### src/rtl/mod_148_timer_pkg.sv
// Shared definitions for the PLCA timer bank.
//   - timer_state_e : per-channel state (idle / running / expired)
//   - DEFAULT_CNT_W : default counter width in bit times
//   - PLCA timer durations in bit times, for the callers that program
//     the channels
package mod_148_timer_pkg;

  typedef enum logic [1:0] {
    CH_IDLE    = 2'd0,
    CH_RUNNING = 2'd1,
    CH_EXPIRED = 2'd2
  } timer_state_e;

  // 18 bits hold the status timer minimum plus its tolerance (140090).
  localparam int DEFAULT_CNT_W = 18;

  localparam int PLCA_STATUS_TIMER_MIN    = 130090;
  localparam int PLCA_STATUS_TIMER_TOL    = 10000;
  localparam int PLCA_BEACON_TIMER        = 20;
  localparam int PLCA_BURST_TIMER_DEFAULT = 128;
  localparam int PLCA_TO_TIMER_DEFAULT    = 32;

endpackage

### src/rtl/mod_148_timer_channel.sv
// One timer channel: a down-counter in bit times plus a 3-state FSM.
// Ports:
//   clk, reset       - block clock, asynchronous active-high reset
//   bit_tick         - one-clk strobe per bit time
//   start            - load duration and run (duration 0 expires at once)
//   stop             - abort to idle
//   duration         - bit times, sampled only while start is high
//   timer_done       - level, channel has expired
//   timer_not_done   - level, channel is running
//   expired_pulse    - one clk in the first cycle timer_done is high
//   state            - current FSM state (debug)
// Per-cycle priority is start > stop > bit_tick. The strobes are plain
// one-cycle levels sampled on the rising edge of clk; there is no
// handshake back to the caller.
module mod_148_timer_channel
  import mod_148_timer_pkg::*;
#(
  parameter int CNT_W = DEFAULT_CNT_W
) (
  input  logic             clk,
  input  logic             reset,
  input  logic             bit_tick,
  input  logic             start,
  input  logic             stop,
  input  logic [CNT_W-1:0] duration,
  output logic             timer_done,
  output logic             timer_not_done,
  output logic             expired_pulse,
  output timer_state_e     state
);

  localparam logic [CNT_W-1:0] CNT_ONE = CNT_W'(1);

  timer_state_e     state_q, state_d;
  logic [CNT_W-1:0] count_q, count_d;
  logic             pulse_q, pulse_d;

  always_ff @(posedge clk or posedge reset) begin
    if (reset) begin
      state_q <= CH_IDLE;
      count_q <= '0;
      pulse_q <= 1'b0;
    end else begin
      state_q <= state_d;
      count_q <= count_d;
      pulse_q <= pulse_d;
    end
  end

  always_comb begin
    state_d = state_q;
    count_d = count_q;
    if (start) begin
      // A tick in the same cycle as start is deliberately dropped.
      if (duration == '0) begin
        state_d = CH_EXPIRED;
        count_d = '0;
      end else begin
        state_d = CH_RUNNING;
        count_d = duration;
      end
    end else if (stop) begin
      state_d = CH_IDLE;
      count_d = '0;
    end else if (bit_tick && (state_q == CH_RUNNING)) begin
      // RUNNING always holds count >= 1, so this never underflows.
      count_d = count_q - CNT_ONE;
      if (count_q == CNT_ONE) begin
        state_d = CH_EXPIRED;
      end
    end
    // Pulse only on a rising done; a zero-duration restart while already
    // expired keeps done high and does not pulse again.
    pulse_d = (state_d == CH_EXPIRED) && (state_q != CH_EXPIRED);
  end

  assign timer_done     = (state_q == CH_EXPIRED);
  assign timer_not_done = (state_q == CH_RUNNING);
  assign expired_pulse  = pulse_q;
  assign state          = state_q;

endmodule

### src/rtl/mod_148_timer_bank.sv
// Bank of NUM_TIMERS independent PLCA timers sharing one bit-time tick.
// Ports:
//   clk, reset      - block clock, asynchronous active-high reset
//   bit_tick        - one-clk strobe per bit time, shared by all channels
//   start, stop     - per-channel one-clk strobes (start wins over stop)
//   duration        - channel i uses bits [i*CNT_W +: CNT_W]
//   timer_done      - per-channel expired level
//   timer_not_done  - per-channel running level
//   expired_pulse   - per-channel one-clk pulse on expiry
//   state_dbg       - channel i state at bits [2*i +: 2] (debug)
module mod_148_timer_bank
  import mod_148_timer_pkg::*;
#(
  parameter int NUM_TIMERS = 4,
  parameter int CNT_W      = DEFAULT_CNT_W
) (
  input  logic                        clk,
  input  logic                        reset,
  input  logic                        bit_tick,
  input  logic [NUM_TIMERS-1:0]       start,
  input  logic [NUM_TIMERS-1:0]       stop,
  input  logic [NUM_TIMERS*CNT_W-1:0] duration,
  output logic [NUM_TIMERS-1:0]       timer_done,
  output logic [NUM_TIMERS-1:0]       timer_not_done,
  output logic [NUM_TIMERS-1:0]       expired_pulse,
  output logic [2*NUM_TIMERS-1:0]     state_dbg
);

  for (genvar i = 0; i < NUM_TIMERS; i++) begin : g_ch
    timer_state_e ch_state;

    mod_148_timer_channel #(
      .CNT_W(CNT_W)
    ) u_channel (
      .clk           (clk),
      .reset         (reset),
      .bit_tick      (bit_tick),
      .start         (start[i]),
      .stop          (stop[i]),
      .duration      (duration[i*CNT_W +: CNT_W]),
      .timer_done    (timer_done[i]),
      .timer_not_done(timer_not_done[i]),
      .expired_pulse (expired_pulse[i]),
      .state         (ch_state)
    );

    assign state_dbg[2*i +: 2] = ch_state;
  end

endmodule

### config.mk
export PLATFORM = sky130hd
export DESIGN_NAME = mod_148_timer_bank
export DESIGN_NICKNAME = d
export VERILOG_FILES = /design/src/rtl/mod_148_timer_pkg.sv /design/src/rtl/mod_148_timer_channel.sv /design/src/rtl/mod_148_timer_bank.sv
export SDC_FILE = /design/constraint.sdc
export NUM_CORES = 1
export LEC_CHECK = 0
export CORE_MARGIN = 3
export CORE_UTILIZATION = 57
export CTS_CLUSTER_DIAMETER = 80
export DETAILED_ROUTE_END_ITERATION = 10
export PLACE_DENSITY = 0.89
export SLEW_MARGIN = 10
export SYNTH_ARGS = -nofsm -noshare
export SYNTH_HDL_FRONTEND = slang
export SYNTH_SLANG_ARGS = --single-unit
### constraint.sdc
create_clock -name clk -period 7 [get_ports clk]
set_input_delay 1.75 -clock clk [delete_from_list [all_inputs] [get_ports clk]]
set_output_delay 1.75 -clock clk [all_outputs]
set_load 0.005 [all_outputs]
==> flow_metrics.env <==
export IMPL_status="completed"
export IMPL_hold_buffers=0
export IMPL_fmax_mhz=249
export IMPL_yosysTopAreaCell="dfrtp_1"
export IMPL_ff2ff_setup_slack_ps=4880
export IMPL_hold_viol=0
export IMPL_syn_inst=638
export IMPL_final_util_pct=71.9
export IMPL_cap_violations=0
export IMPL_nNetsFinal=804
export IMPL_dr_pass1_iters=5
export IMPL_yosysSeqAreaShare_pct=37.8
export IMPL_dieArea_sq_um=11000
export IMPL_hold_slack_ps=554
export IMPL_clk_path_buf_depth=2
export IMPL_htreeDepth=3
export IMPL_syn_to_final_growth_pct=21.3
export IMPL_multi_input_area_sq_um=3160
export IMPL_slew_headroom_pct=20.6
export IMPL_track_usage_pct=27.4
export IMPL_ys_async_sr_fraction_pct=100
export IMPL_endpoint_kind="flip-flop"
export IMPL_cts_buffers=9
export IMPL_grtUsageMet2_pct=44.2
export IMPL_synthFlopType="dfrtp_1"
export IMPL_fillerInstances=743
export IMPL_synthTopCellsByArea="dfrtp_1, nand2_1, a21oi_1, nor2_1, nor4_1"
export IMPL_finalCritPeriodShare_pct=57.3
export IMPL_start_util_pct=59.3
export IMPL_hold_class="flip-flop to flip-flop"
export IMPL_cts_tree="done"
export IMPL_synthTopCellsByCount="dfrtp_1, nand2_1, nor2_1, a21oi_1"
export IMPL_grt_overflow=0
export IMPL_wl_um=15200
export IMPL_coreArea_sq_um=9370
export IMPL_ys_types=75
export IMPL_synth_top_area_share_pct=37.8
export IMPL_die_w_um=105
export IMPL_slew_viol_final=0
export IMPL_worstPathMaxFanout=23
export IMPL_place_hpwl_um=10900
export IMPL_row_count=35
export IMPL_vias_per_cell=6.53
export IMPL_syn_nets=729
export IMPL_finalSetupTns_ps=0
export IMPL_root_buffer="clkbuf_8"
export IMPL_num_io_pins=103
export IMPL_antennaDiodeCount=0
export IMPL_ir_worst_vdd_mv=0.0941
export IMPL_grt_max_degree=85
export IMPL_dr_total_vias=5527
export IMPL_setup_violations=0
export IMPL_wl_per_cell_um=18.0
export IMPL_power_density_nw_per_um2=179
export IMPL_clock_latency_ps=350
export IMPL_rsz0062_at_grt="no"
export IMPL_grt_pass1_wl_um=25100
export IMPL_ant_nets=0
export IMPL_syn_area_sq_um=5560
export IMPL_gp_congestion=0.906
export IMPL_critical_path_required_ps=7250
export IMPL_clock_skew_ps=11.7
export IMPL_fp_dieH_um=105
export IMPL_grt_use_met3_pct=5.19
export IMPL_grt_pass1_vias=5231
export IMPL_tightest_slew_ps=1190
export IMPL_leakagePower_uw=0.00265
export IMPL_drc_errors=0
export IMPL_clk_pin_slew_ps=90
export IMPL_drive_gt1_share_pct=7.11
export IMPL_synth_edff_count=0
export IMPL_cts_sinks=84
export IMPL_period_minus_slack_ps=4010
export IMPL_seqCellArea_sq_um=2100
export IMPL_yosys_warnings=0
export IMPL_drt_iter0_markers=356
export IMPL_cts_setup_buffers=0
export IMPL_antenna_found_initial=0
export IMPL_cp_arrival_ps=4260
export IMPL_port_buffers=102
export IMPL_top_usage_layer="met2"
export IMPL_synth_most_common_cell="dfrtp_1"
export IMPL_gr_usage_met1_pct=37.3
export IMPL_syn_avg_cell_area_sq_um=8.71
export IMPL_ys_ff_latch=84
export IMPL_post_cts_resized=0
export IMPL_path_class="primary input to flip-flop"
export IMPL_startpoint_type="primary input"
## power breakdown
part	internal, uW	switching (uW)
clock network	171	176
registers	523	54.7
logic	130	153
total	824	384
## cell type report
cell class,count,share of cell area [%]
Clock buffer,10,2.04
Multi-Input combinational cell,492,47.0
Clock inverter,5,0.780
Inverter,22,1.24
Sequential cell,84,31.2
Timing Repair Buffer,104,15.4
Tap cell,129,2.40
## layer usage
layer | routed length (um) | up-vias
met5 | 0 | -
met4 | 334 | 0
met3 | 1220 | 38
met2 | 7270 | 294
met1 | 6370 | 2649
li1 | - | 2546
## worst max-delay path: stages
cell	delay, ps
clkdlybuf4s50_1	810
nor2_1	1080
nand2b_1	250
o22a_1	260
o21a_1	100
## flip-flops by register name, indices dropped and copies added (netlist names)
name,cells
g_ch.u_channel.count_q,72
g_ch.u_channel.state,8
g_ch.u_channel.expired_pulse,4
## cell families (layout without fill, tap and decap cells)
| kind of cell | count (synthesis) | in the layout | share of synthesized area [%] |
|---|---|---|---|
| compound gates | 159 | 159 | 19.5 |
| simple gates | 299 | 299 | 31.5 |
| buf+inv | 62 | 141 | 5.20 |
| mux | 2 | 2 | 0.360 |
| fa+ha+maj | 8 | 8 | 1.80 |
| xor+xnor | 24 | 24 | 3.78 |
| flops | 84 | 84 | 37.8 |
## metrics by stage
step / total power (uW) / std cells / area, sq um / worst slack (ps)
floorplan: 752 / 638 / 5560 / 3080
global placement: 853 / 831 / 6550 / 2770
detailed placement: 863 / 831 / 6550 / 2690
CTS: 1210 / 846 / 6740 / 3080
global route: 1270 / 846 / 6740 / 2820
finish: 1210 / 846 / 6740 / 2990
## placed cells by master, fill, tap and decap left out, types with 5 or more instances in the layout
cell / Yosys / final
nor2b_1: 7 / 7
o21ai_0: 21 / 21
or2_2: 5 / 5
a21oi_1: 41 / 41
or3_1: 8 / 8
xnor2_1: 12 / 12
a221o_1: 5 / 5
inv_1: 22 / 21
nor4_1: 21 / 21
ha_1: 8 / 8
o21ai_1: 7 / 7
o211ai_1: 13 / 13
nand4b_1: 5 / 5
nand3_1: 23 / 23
or4_1: 16 / 16
dfrtp_1: 84 / 84
clkbuf_8: 0 / 10
a21o_1: 9 / 9
xor2_1: 12 / 12
nor3_1: 23 / 23
nand4_1: 20 / 20
a31oi_1: 11 / 11
nand3b_1: 8 / 8
nor2_1: 50 / 50
clkdlybuf4s50_1: 0 / 102
nor4_2: 8 / 8
nand2_1: 66 / 66
nand2b_1: 7 / 7
## path summary, 6_finish.rpt
check | start | to | cells after the start
hold / removal | g_ch[2].u_channel.count_q[13]$_DFFE_PP0P_ | g_ch[2].u_channel.count_q[13]$_DFFE_PP0P_ | 2
min in group asynchronous | reset | g_ch[2].u_channel.count_q[5]$_DFFE_PP0P_ | 3
hold reg to reg | g_ch[2].u_channel.count_q[13]$_DFFE_PP0P_ | g_ch[2].u_channel.count_q[13]$_DFFE_PP0P_ | 2
setup reg to reg | g_ch[1].u_channel.count_q[0]$_DFFE_PP0P_ | g_ch[1].u_channel.count_q[16]$_DFFE_PP0P_ | 6
setup / recovery | start[2] | g_ch[2].u_channel.count_q[0]$_DFFE_PP0P_ | 5
max in group asynchronous | reset | g_ch[3].u_channel.count_q[13]$_DFFE_PP0P_ | 3
(Power assumes the default switching activity.)
